==> config.mk <==
export PLATFORM = sky130hd
export DESIGN_NAME = pipe_skid_reg
export DESIGN_NICKNAME = d
export VERILOG_FILES = /design/src/rtl/pipe_pkg.sv /design/src/rtl/pipe_skid_reg_sat_counter.sv /design/src/rtl/pipe_skid_reg.sv
export SDC_FILE = /design/constraint.sdc
export NUM_CORES = 1
export LEC_CHECK = 0
export ABC_CLOCK_PERIOD_IN_PS = 1610
export CAP_MARGIN = 20
export CORE_MARGIN = 2
export CORE_UTILIZATION = 57
export DETAILED_ROUTE_END_ITERATION = 10
export DONT_BUFFER_PORTS = 1
export PLACE_DENSITY = 0.87
export SLEW_MARGIN = 20
export SYNTH_ARGS = -nofsm -noshare
export SYNTH_HDL_FRONTEND = slang
export SYNTH_SLANG_ARGS = --single-unit
==> constraint.sdc <==
create_clock -name clk -period 1.61 [get_ports clk]
set_input_delay 0.161 -clock clk [delete_from_list [all_inputs] [get_ports clk]]
set_output_delay 0.161 -clock clk [all_outputs]
set_load 0.01 [all_outputs]
==> src/rtl/pipe_pkg.sv <==
// rtl/pipe_pkg.sv - shared pipeline state encoding and EX bundle layout
package pipe_pkg;

    localparam logic [1:0] PIPE_ST_EMPTY = 2'd0;
    localparam logic [1:0] PIPE_ST_ONE   = 2'd1;
    localparam logic [1:0] PIPE_ST_FULL  = 2'd2;

    typedef enum logic [1:0] {
        ST_EMPTY = PIPE_ST_EMPTY,
        ST_ONE   = PIPE_ST_ONE,
        ST_FULL  = PIPE_ST_FULL
    } pipe_state_e;

    // EX bundle, LSB first: length, rd_e, mem_addr, rd_addr, rd_data
    localparam int PIPE_EX_W          = 75;
    localparam int PIPE_EX_LENGTH_LSB = 0;
    localparam int PIPE_EX_RD_E_LSB   = 5;
    localparam int PIPE_EX_MEM_ADDR_LSB = 6;
    localparam int PIPE_EX_RD_ADDR_LSB  = 38;
    localparam int PIPE_EX_RD_DATA_LSB  = 43;

    function automatic logic [PIPE_EX_W-1:0] pipe_ex_pack(
        input logic [31:0] rd_data,
        input logic [4:0]  rd_addr,
        input logic [31:0] mem_addr,
        input logic        rd_e,
        input logic [4:0]  length
    );
        return {rd_data, rd_addr, mem_addr, rd_e, length};
    endfunction

endpackage

==> src/rtl/pipe_skid_reg_sat_counter.sv <==
// rtl/pipe_skid_reg_sat_counter.sv - saturating event counter, cleared by rst only
module sat_counter #(
    parameter int W = 32
) (
    input  logic         clk,
    input  logic         rst,
    input  logic         inc,
    output logic [W-1:0] count
);

    logic [W-1:0] count_q, count_d;

    always_comb begin
        count_d = count_q;
        if (rst) begin
            count_d = '0;
        end else if (inc && (count_q != {W{1'b1}})) begin
            count_d = count_q + W'(1);
        end
    end

    always_ff @(posedge clk) begin
        count_q <= count_d;
    end

    assign count = count_q;

endmodule

==> src/rtl/pipe_skid_reg.sv <==
// rtl/pipe_skid_reg.sv - 2-entry skid pipeline register; PIPE_SKID_PERF_EN adds stall/bubble counters
module pipe_skid_reg
    import pipe_pkg::*;
#(
    parameter int DATA_W = PIPE_EX_W,
    parameter int CNT_W  = 32
) (
    input  logic              clk,
    input  logic              rst,
    input  logic              rdy,
    input  logic              flush,
    input  logic              in_valid,
    output logic              in_ready,
    input  logic [DATA_W-1:0] in_data,
    output logic              out_valid,
    input  logic              out_ready,
    output logic [DATA_W-1:0] out_data,
    output logic [1:0]        occupancy,
    output logic [CNT_W-1:0]  stall_cnt,
    output logic [CNT_W-1:0]  bubble_cnt
);

    pipe_state_e       state_q, state_d;
    logic [DATA_W-1:0] main_q, main_d;
    logic [DATA_W-1:0] skid_q, skid_d;
    logic              in_ready_q, in_ready_d;
    logic              push, pop;

    assign push = in_valid & in_ready_q & rdy;
    assign pop  = (state_q != ST_EMPTY) & out_ready & rdy;

    always_comb begin
        state_d = state_q;
        main_d  = main_q;
        skid_d  = skid_q;
        if (rst || flush) begin
            state_d = ST_EMPTY;
            main_d  = '0;
            skid_d  = '0;
        end else if (rdy) begin
            case (state_q)
                ST_EMPTY: begin
                    if (push) begin
                        state_d = ST_ONE;
                        main_d  = in_data;
                    end
                end
                ST_ONE: begin
                    if (push && pop) begin
                        main_d = in_data;
                    end else if (push) begin
                        state_d = ST_FULL;
                        skid_d  = in_data;
                    end else if (pop) begin
                        // Clearing main keeps out_data zero while empty.
                        state_d = ST_EMPTY;
                        main_d  = '0;
                    end
                end
                ST_FULL: begin
                    if (pop) begin
                        state_d = ST_ONE;
                        main_d  = skid_q;
                        skid_d  = '0;
                    end
                end
                default: begin
                    state_d = ST_EMPTY;
                    main_d  = '0;
                    skid_d  = '0;
                end
            endcase
        end
        in_ready_d = (state_d != ST_FULL);
    end

    always_ff @(posedge clk) begin
        state_q    <= state_d;
        main_q     <= main_d;
        skid_q     <= skid_d;
        in_ready_q <= in_ready_d;
    end

    assign in_ready  = in_ready_q;
    assign out_valid = (state_q != ST_EMPTY);
    assign out_data  = main_q;
    assign occupancy = state_q;

`ifdef PIPE_SKID_PERF_EN
    logic stall_inc, bubble_inc;

    // Flush cycles leave the counters untouched.
    assign stall_inc  = rdy & ~flush & out_valid & ~out_ready;
    assign bubble_inc = rdy & ~flush & ~out_valid & out_ready;

    sat_counter #(.W(CNT_W)) u_stall_cnt (
        .clk   (clk),
        .rst   (rst),
        .inc   (stall_inc),
        .count (stall_cnt)
    );

    sat_counter #(.W(CNT_W)) u_bubble_cnt (
        .clk   (clk),
        .rst   (rst),
        .inc   (bubble_inc),
        .count (bubble_cnt)
    );
`else
    assign stall_cnt  = '0;
    assign bubble_cnt = '0;
`endif

endmodule

### Word-level counts from Yosys, hierarchy flattened

Cells that the tools add are included.

| word-level totals | value |
|---|---|
| input port bits | 81 |
| register bits after elaboration | 153 |
| output and inout port bits | 143 |
| word-level logic and storage cells | 40 |

| cells by class | value |
|---|---|
| equality and inequality tests | 9 |
| reductions and logical operators | 6 |
| bitwise operators | 5 |
| mux-type cells | 16 |

Operators with widths:

| cell | count |
|---|---|
| $mux 75 | 6 |
| $pmux 75 s3 | 2 |
| $mux 2 | 7 |
| $ne 2x2->1 const B | 5 |
| $reduce_and 5->1 | 2 |
| $ne 3x3->1 const B | 2 |
| $pmux 2 s3 | 1 |
| $and 1x1->1 | 4 |
| $eq 2x1->1 const B | 1 |
| $eq 2x2->1 const B | 1 |
| $logic_not 2->1 | 1 |
| $reduce_bool 2->1 | 1 |
| $logic_and 1x1->1 | 1 |
| $logic_or 1x1->1 | 1 |
| $not 1->1 | 1 |

### Depth between registers and ports, before layout

Gate-level depths: netlist of run 1.

| logic depth | value |
|---|---|
| depth in word-level cells | 10 |
| mapped depth | 7 |
| mapped depth without buffers | 4 |

### Worst setup path after synthesis of run 1

OpenSTA, ideal clock, no wires.

| timing path | value |
|---|---|
| path kind | register to register |
| start | register state_q[0], in the netlist occupancy[0] |
| end | register main_q[62], in the netlist out_data[62] |
| data required time | 1.490 ns |
| path buffers | 3 |
| arrival time | 1.520 ns |
| setup slack | -0.030 ns |
| clock period less this slack | 1.640 ns |
| library setup time | 0.120 ns |
| stages on the path, launching flop included | 8 |
| cells stage by stage | dfxtp_1 > buf_2 > or2_4 > o221a_2 > buf_6 > buf_2 > o21ai_0 > nor2_1 |

| on the way | value |
|---|---|
| longest elaborated chain between the ends | 6 |
| elaborated cells between the ends (all ways) | 14 |
| those cells by class | eq/ne: 6; mux: 2; bitwise: 2; reduce/logical: 4 |

Ends and longest elaborated chain:

| item | line | source |
|---|---|---|
| start, declared | pipe_skid_reg.sv:23 | `pipe_state_e state_q, state_d;` |
| start signal, assigned | pipe_skid_reg.sv:78 | `state_q <= state_d;` |
| $reduce_bool 2->1 (*) | - |  |
| named net out_valid | pipe_skid_reg.sv:15 | `output logic out_valid,` |
| $and 1x1->1 (*) (2 in series) | pipe_skid_reg.sv:30 | `assign pop = (state_q != ST_EMPTY) & out_ready & rdy;` |
| $logic_and 1x1->1 | pipe_skid_reg.sv:49 | `if (push && pop) begin` |
| $ne 3x3->1 (no line) / $mux 75 (equally long branches) | - |  |
| $reduce_and 5->1 (no line) / $pmux 75 s3 (equally long branches) | - |  |
| end signal, assigned | pipe_skid_reg.sv:79 | `main_q <= main_d;` |
| end, declared | pipe_skid_reg.sv:24 | `logic [DATA_W-1:0] main_q, main_d;` |

Mark *: on every way through the listed nets, which the timed path passes. The rest lies on a longest branch.
A chain may end at the register's enable or synchronous reset.

### Final worst setup path of run 1

| timing path | value |
|---|---|
| start | input rst |
| end | register skid_q[18] |

| on the way | value |
|---|---|
| longest elaborated chain between the ends | 1 |

Ends and longest elaborated chain:

| item | line | source |
|---|---|---|
| start, declared | pipe_skid_reg.sv:9 | `input logic rst,` |
| $logic_or 1x1->1 | pipe_skid_reg.sv:36 | `if (rst \|\| flush) begin` |
| end signal, assigned | pipe_skid_reg.sv:80 | `skid_q <= skid_d;` |
| end, declared | pipe_skid_reg.sv:25 | `logic [DATA_W-1:0] skid_q, skid_d;` |

Every way passes these cells.

==> metrics.txt, run 1 <==
status finished with violations; failing checks negative setup slack; area of the multi-input gates 3810 um2; max cap viols 0; Area growth syn-to-layout 25.0%; H-tree Lvls 4; Post-DRT Antenna Nets 0; GRT Residual Overflow 0; Fin Clk Skew 0.00743 ns; number of synthesized register bits 153; Internal Pwr Total 6.46 mW; CTS tree done; core area 12600 um2; fin. max-slew vios 0; final core occ 73.1%; DR WL/cell 18.5 um; Final HPWL DP 10600 um; final setup violation count 1; post-synth cell types 28; chip height 118 um; commonest non-fill, non-tap cell in the layout dfxtp_1; area of the die 13900 um2; Port-buffer cells 0; first-pass GRT wire length 31200 um; Leak 3.31 nW; CP Launch Type primary input; Net Sw Power 2.25 mW; Seq/Total Area, Yosys 41.5%; critical path arrival 2.03 ns; clk sinks 153; top cells by area, synth dfxtp_1, mux2i_1, nor2_1; switch share 25.8%; worst skew pair latency 0.42 ns; drt first pass iters 5; Max FO, Critical Path 13; GRT Overall Usage 27.1%; number of global-route vias before repair 6483; largest net degree at the start of global routing 93; VDD IR-drop max 0.000781 V; CP endpoint kind flop; total area of sequential cells 3070 um2; dpl ws -0.0472 ns; Yosys warnings 0; PD cells 944 nW/um2; Hold Crit Class primary input to flop; final hold viol count 0; Syn Area/Cell 7.97 um2; critical path data required time 1.95 ns; Num CTS Buffers 17; Tot Pwr 8.70 mW; CTS max path bufs 2; Post-Syn Instances 926; num ports 224; post-synth top area share 41.5%; Total Wirelength 21600 um; initial antenna violation count 0; Vias 6905; num rows 41; nets 1067; Initial Util 58.5%; RSZ-0062 raised after global routing true; Tcrit/Tclk final 105%; Chip Width 118 um; commonest non-fill, non-tap cells in the layout dfxtp_1, nor2_1, o21ai_0, dlygate4sd3_1, nand2_1; setup ws final -0.0868 ns; Via-to-Cell Ratio 5.90; n_diodes 0; Seq pwr share 45.3%; final worst path period need 1.70 ns; clk root buf clkbuf_16; synthesized cell area 7380 um2; global placer's final weighted congestion 0.767; # DRC 0; Fmax 0.589 GHz; Clk pin slew, worst setup/hold paths 0.07 ns; share of cells above drive strength 1 9.71%; Crit Path Category primary input to flop; Clk pwr share 44.3%; DRT iter0 DRCs 734; Fillers 881; combinational power share 10.4%; Synth area leader dfxtp_1
==> power groups by stage <==
stage	logic (mW)	registers, mW	clock network (mW)
6_report	0.906	3.94	3.86
5_1_grt	0.980	3.95	4.04
4_1_cts	0.828	3.94	3.88
3_5_place_dp	0.624	4.02	0
3_3_place_gp	0.613	4.02	0
2_1_floorplan	0.588	4.01	0
==> path summary, 6_finish.rpt <==
path / start / endpoint / slack (ns) / depth (start not counted)
worst min-delay path: in_data[64] / out_data[64]$_SDFFE_PN0P_ / 0.04 / 4
worst max-delay path: rst / skid_q[18]$_SDFFE_PN0P_ / -0.09 / 7
worst min register to register: skid_q[34]$_SDFFE_PN0P_ / skid_q[34]$_SDFFE_PN0P_ / 0.46 / 2
worst max register to register: occupancy[1]$_DFF_P_ / skid_q[18]$_SDFFE_PN0P_ / -0.08 / 6
==> critical path, cell delays in order <==
cell	delay (ns)
dlygate4sd3_1	0.60
or2_4	0.27
nor3b_4	0.31
buf_4	0.20
buf_6	0.20
nand2_1	0.10
o21ai_0	0.19
==> Yosys cell counts, drive strengths merged <==
library cell / n
dfxtp: 153
o21ai: 153
nor2: 151
buf: 114
nand2: 79
mux2i: 75
nand3: 75
a211oi: 73
clkbuf: 32
a21oi: 6
and3b: 2
nor3b: 2
or2: 2
a311oi: 1
and2: 1
conb: 1
nand4b: 1
o21bai: 1
o221a: 1
o221ai: 1
or3b: 1
xnor2: 1
==> kinds of logic after synthesis <==
family,share of synthesized area (%)
simple gates,17.8
compound gates,18.8
flops,41.5
buf+inv,11.5
mux,10.2
xor+xnor,0.119
other cells,0.0508
==> registers in the layout, summed over array words and instances, names as in the netlist <==
register   flops
in_ready       1
skid_q        75
out_data      75
occupancy      2
==> what timing repair did <==
action,CTS,global route
pin swaps,0,1
setup endpoints to repair,29,82
buffers inserted,0,7
hold buffers,80,0
gates resized for setup,1,18
cloned,1,9
endpoints found under the hold margin,153,0
==> layout make-up <==
type                       instances  share of cell area, %
sequential                       153                   33.3
tap                              172                   2.33
timing repair buffer             124                   16.9
multi-input combinational        690                   41.3
clock buffer                      19                   4.91
clock inverter                    13                   1.29
==> layer usage <==
| layer | global-route usage, % | wire length, um | vias to the layer above |
|---|---|---|---|
| met5 | 0 | 0 | - |
| met4 | 10.8 | 514 | 0 |
| met3 | 7.27 | 1880 | 56 |
| met2 | 45.9 | 10400 | 390 |
| met1 | 32.8 | 8810 | 3248 |
| li1 | - | - | 3211 |
==> stage by stage <==
| step | instances | area (um2) | hold slack, ns | TNS [ns] |
|---|---|---|---|---|
| floorplan | 989 | 7630 | 0.274 | 0 |
| global placement | 1042 | 7460 | 0.281 | 0 |
| detailed placement | 1042 | 7460 | 0.279 | -0.211 |
| CTS | 1155 | 8870 | 0.0284 | 0 |
| global route | 1171 | 9220 | 0.0495 | -0.515 |
| finish | 1171 | 9220 | 0.0366 | -0.0868 |
Power figures use the tool's default switching activity.
==> run 2: changes to the inputs <==
- CTS_BUF_LIST: unset -> sky130_fd_sc_hd__clkbuf_16
==> run 2 against run 1 <==
The flow still finishes with violations (negative setup slack). Clock-buffer cell count shrank 2. Maximum frequency grew 0.63%. Flip-flop and latch count is the same. Critical endpoint unchanged. Global-route usage grew 0.052 points. Worst setup slack gained 0.011 ns. Register-to-register slack is essentially flat. Hold slack lost 0.0027 ns. Die area is the same. Power shrank 1.2%.
==> metrics.txt, run 2 (synthesis results as in run 1) <==
status finished with violations (unchanged); failing checks negative setup slack (unchanged); n_diodes 0 (unchanged); Fin Clk Skew 0.00905 ns (was 0.00743 ns); CTS tree done (unchanged); Leak 3.27 nW (was 3.31 nW); GRT Max-Usage Layer met2 (unchanged); R2R Path End skid_q[18]$_SDFFE_PN0P_ (unchanged); first-pass GRT wire length 31300 um (was 31200 um); Clk pin slew, worst setup/hold paths 0.06 ns (was 0.07 ns); Via-to-Cell Ratio 5.91 (was 5.90); GRT Residual Overflow 0 (unchanged); Hold Crit Class primary input to flop (unchanged); commonest non-fill, non-tap cell in the layout dfxtp_1 (unchanged); Crit Path Category flop to flop (was primary input to flop); chip height 118 um (unchanged); setup ws final -0.0763 ns (was -0.0868 ns); Critical Path Source occupancy[0]$_DFF_P_ (was rst); share of cells above drive strength 1 9.45% (was 9.71%); number of global-route vias before repair 6475 (was 6483); VDD IR-drop max 0.000783 V (was 0.000781 V); CTS max path bufs 2 (unchanged); worst skew pair latency 0.42 ns (about the same); drt first pass iters 8 (was 5); GRT Overall Usage 27.2% (was 27.1%); met3 Use GR 7.12% (was 7.27%); clk sinks 153 (unchanged); CP endpoint kind flop (unchanged); Num CTS Buffers 17 (unchanged); r2r startpoint occupancy[0]$_DFF_P_ (was occupancy[1]$_DFF_P_); CP endpoint skid_q[18]$_SDFFE_PN0P_ (unchanged); Fmax 0.593 GHz (was 0.589 GHz); commonest non-fill, non-tap cells in the layout dfxtp_1, nor2_1, o21ai_0, dlygate4sd3_1, nand2_1 (unchanged); largest net degree at the start of global routing 93 (unchanged); fin. max-slew vios 0 (unchanged); met2 usage in global routing 46.2% (was 45.9%); max cap viols 0 (unchanged); DRT iter0 DRCs 752 (was 734); RSZ-0062 raised after global routing true (unchanged); core area 12600 um2 (unchanged); Area growth syn-to-layout 24.4% (was 25.0%); final core occ 72.8% (was 73.1%); Vias 6895 (was 6905); Post-DRT Antenna Nets 0 (unchanged); Chip Width 118 um (unchanged); nets 1063 (was 1067); PD cells 936 nW/um2 (was 944 nW/um2); area of the die 13900 um2 (unchanged); global placer's final weighted congestion 0.767 (unchanged); final hold viol count 0 (unchanged); placed cell area 7460 um2 (unchanged); DR WL/cell 18.4 um (was 18.5 um); initial antenna violation count 0 (unchanged); Tcrit/Tclk final 105% (about the same); Total Wirelength 21500 um (was 21600 um); num rows 41 (unchanged); R2R cell count 6 (unchanged); grt met1 use 33.2% (was 32.8%); CP Launch Type flop (was primary input); num ports 224 (unchanged); design area 9190 um2 (was 9220 um2); Max FO, Critical Path 16 (was 13); critical path data required time 1.95 ns (about the same); Initial Util 58.5% (unchanged); H-tree Lvls 4 (unchanged); Fillers 876 (was 881); # DRC 0 (unchanged); final worst path period need 1.69 ns (was 1.70 ns); critical path arrival 2.02 ns (was 2.03 ns); Final HPWL DP 10600 um (unchanged); clk root buf clkbuf_16 (unchanged); post-route setup TNS -0.0763 ns (was -0.0868 ns); Port-buffer cells 0 (unchanged); reg2reg setup slack -0.08 ns (about the same); final setup violation count 1 (unchanged)
## run 2: worst min-delay path by stage
stage | slack (ns) | cells after the start | startpoint | endpoint
6_report | 0.03 | 4 | in_data[64] | out_data[64]$_SDFFE_PN0P_
4_1_cts | 0.03 | 4 | in_data[55] | out_data[55]$_SDFFE_PN0P_
3_5_place_dp | 0.28 | 1 | rdy | occupancy[0]$_DFF_P_
3_3_place_gp | 0.28 | 1 | rdy | occupancy[0]$_DFF_P_
2_1_floorplan | 0.27 | 1 | rdy | occupancy[0]$_DFF_P_
5_1_grt | 0.05 | 4 | in_data[58] | out_data[58]$_SDFFE_PN0P_
## run 2: power breakdown
part           internal [mW]  total [mW]  leakage, nW  switching, mW
combinational          0.380       0.902         1.77          0.522
clock                   2.12        3.75        0.257           1.63
sequential              3.86        3.94         1.24         0.0860
total                   6.36        8.60         3.27           2.24
## run 2: layout make-up
type	count	area, um2	area share (%)
multi-input combinational	690	3820	41.6
sequential	153	3070	33.4
timing repair buffer	120	1530	16.6
clock buffer	17	425	4.63
tap	172	215	2.34
clock inverter	15	126	1.38
## run 2: routing by layer
layer	up-vias	share of wire, %
met5	-	0
met4	0	2.3
met3	58	8.6
met2	387	48
met1	3246	41
li1	3204	-
## run 2: stage by stage
step / hold WS, ns / setup WS, ns / std cells / total power, mW
3_3_place_gp: 0.281 / 0.0311 / 1042 / 4.64
3_5_place_dp: 0.279 / -0.0472 / 1042 / 4.65
4_1_cts: 0.0297 / 0.0117 / 1155 / 8.55
6_report: 0.0339 / -0.0763 / 1167 / 8.60
5_1_grt: 0.0509 / -0.138 / 1167 / 8.86
2_1_floorplan: 0.274 / 0.00642 / 989 / 4.60
## run 2: what timing repair did
| action | CTS | global route |
|---|---|---|
| gates cloned | 1 | 8 |
| hold buffers | 80 | 0 |
| pin swaps | 0 | 1 |
| buffers inserted | 0 | 4 |
| setup endpoints to repair | 29 | 87 |
| endpoints found under the hold margin | 153 | 0 |
| resized for setup | 1 | 33 |
## run 2: critical path, stage by stage (launching register included)
cell	delay [ns]
dfxtp_4	0.43
buf_12	0.20
nor3b_4	0.32
buf_12	0.18
buf_6	0.19
nand2_1	0.10
o21ai_0	0.19
==> run 3: changes to the inputs <==
- CAP_MARGIN: 20 -> unset
- CORE_UTILIZATION: 57 -> 40
- PLACE_DENSITY: 0.87 -> 0.68
- SLEW_MARGIN: 20 -> unset
==> run 3 against run 2 <==
The run now ends clean. Register-to-register slack better by 0.12 ns. Power decreased by 1.5%. Sequential share of layout area grew 0.23 points. Hold slack lost 0.0040 ns. Critical path depth decreased by 1. Die area rose by 41%. Utilization shrank 22 points. Largest cell class unchanged.
==> metrics.txt, run 3 (synthesis results as in run 1) <==
Crit Path Category flop to flop (unchanged); global placer's final weighted congestion 0.740 (was 0.767); final setup violation count 0 (was 1); CP endpoint kind flop (unchanged); initial antenna violation count 0 (unchanged); Chip Width 140 um (was 118 um); first-pass GRT wire length 31600 um (was 31300 um); nets 1071 (was 1063); Fmax 0.637 GHz (was 0.593 GHz); Max FO, Critical Path 37 (was 16); DRT iter0 DRCs 310 (was 752); n_diodes 0 (unchanged); chip height 140 um (was 118 um); worst skew pair latency 0.41 ns (was 0.42 ns); Clk pin slew, worst setup/hold paths 0.06 ns (about the same); final worst path period need 1.57 ns (was 1.69 ns); GRT Overall Usage 19.6% (was 27.2%); commonest non-fill, non-tap cell in the layout dfxtp_1 (unchanged); Tcrit/Tclk final 97.4% (was 105%); DR WL/cell 16.3 um (was 18.4 um); Fin Clk Skew 0.00668 ns (was 0.00905 ns); Hold Crit Class primary input to flop (unchanged); Post-DRT Antenna Nets 0 (unchanged); clk root buf clkbuf_16 (unchanged); CTS max path bufs 2 (unchanged); num ports 224 (unchanged); Port-buffer cells 0 (unchanged); clk sinks 153 (unchanged); Total Wirelength 20000 um (was 21500 um); post-route setup TNS 0 ns (was -0.0763 ns); critical path data required time 1.90 ns (was 1.95 ns); Vias 6464 (was 6895); Via-to-Cell Ratio 5.26 (was 5.91); Initial Util 40.9% (was 58.5%); Num CTS Buffers 17 (unchanged); CTS tree done (unchanged); critical path arrival 1.86 ns (was 2.02 ns); Area growth syn-to-layout 23.6% (was 24.4%); area of the die 19600 um2 (was 13900 um2); Leak 3.28 nW (was 3.27 nW); fin. max-slew vios 0 (unchanged); RSZ-0062 raised after global routing true (unchanged); number of global-route vias before repair 6267 (was 6475); final hold viol count 0 (unchanged); # DRC 0 (unchanged); core area 18000 um2 (was 12600 um2); H-tree Lvls 4 (unchanged); drt first pass iters 4 (was 8); largest net degree at the start of global routing 66 (was 93); num rows 49 (was 41); WHS 0.0299 ns (was 0.0339 ns); VDD IR-drop max 0.000710 V (was 0.000783 V); GRT Residual Overflow 0 (unchanged); max cap viols 0 (unchanged); commonest non-fill, non-tap cells in the layout dfxtp_1, nor2_1, o21ai_0, dlygate4sd3_1, nand2_1 (unchanged); PD cells 928 nW/um2 (was 936 nW/um2); status complete, no violations (was finished with violations); Final HPWL DP 11400 um (was 10600 um); CP Launch Type flop (unchanged); share of cells above drive strength 1 9.09% (was 9.45%)
==> run 3: cell count changes in the layout (fill, tap and decap cells not counted), moves of 3 or more <==
cell | before | now
buf_4 | 9 | 25
a211oi_1 | 60 | 66
o21ai_0 | 94 | 103
clkinv_2 | 2 | 5
clkinvlp_4 | 5 | 1
buf_12 | 20 | 17
a211oi_2 | 13 | 7
o21ai_1 | 59 | 50
clkbuf_16 | 24 | 20
==> run 3: critical path, cell delays in order (launching register included) <==
cell and delay (ns):
dfxtp_4 0.40, or2_4 0.29, o221a_4 0.31, buf_12 0.19, o21ai_0 0.19, nor2_1 0.06
==> run 3: worst paths after layout <==
check,startpoint,endpoint,slack [ns],cells after the start
worst max-delay path,occupancy[1]$_DFF_P_,out_data[18]$_SDFFE_PN0P_,0.04,5
worst min-delay path,rdy,occupancy[1]$_DFF_P_,0.03,3
worst max register to register,occupancy[1]$_DFF_P_,out_data[18]$_SDFFE_PN0P_,0.04,5
worst min register to register,skid_q[39]$_SDFFE_PN0P_,skid_q[39]$_SDFFE_PN0P_,0.45,2
==> run 3: metal layers <==
layer	GRT usage (%)	routed length [um]
met1	25.7	9140
met2	32.1	9280
met3	5.47	1390
met4	5.00	181
met5	0	0
==> run 3: layout make-up <==
type | instances | area [um2]
Clock buffer | 18 | 450
Tap cell | 229 | 287
Fill cell | 1720 | 8900
Multi-Input combinational cell | 690 | 3790
Sequential cell | 153 | 3070
Clock inverter | 12 | 83.8
Timing Repair Buffer | 128 | 1440
==> run 3: power by group <==
group / switching [mW] / leakage, nW / internal [mW] / total [mW]
logic: 0.493 / 1.76 / 0.361 / 0.854
clock network: 1.50 / 0.274 / 2.16 / 3.67
registers: 0.0846 / 1.24 / 3.86 / 3.94
total: 2.08 / 3.28 / 6.38 / 8.46
==> run 3: timing repair <==
action | CTS | global route
setup endpoints to repair | 0 | 89
hold buffers | 81 | 0
setup buffers | 0 | 16
hold endpoints to repair | 153 | 0
resized for setup | 0 | 16
==> run 3: per-stage QoR <==
| stage | power, mW | util [%] | setup WS [ns] | std cells | area, um2 |
|---|---|---|---|---|---|
| floorplan | 4.60 | - | 0.00642 | 989 | 7630 |
| global placement | 4.65 | 41.8 | 0.0454 | 1101 | 7540 |
| detailed placement | 4.65 | 41.8 | 0.0101 | 1101 | 7540 |
| CTS | 8.56 | 49.3 | 0.000302 | 1212 | 8890 |
| global route | 8.85 | 50.6 | -0.0185 | 1230 | 9120 |
| finish | 8.46 | 50.6 | 0.0411 | 1230 | 9120 |
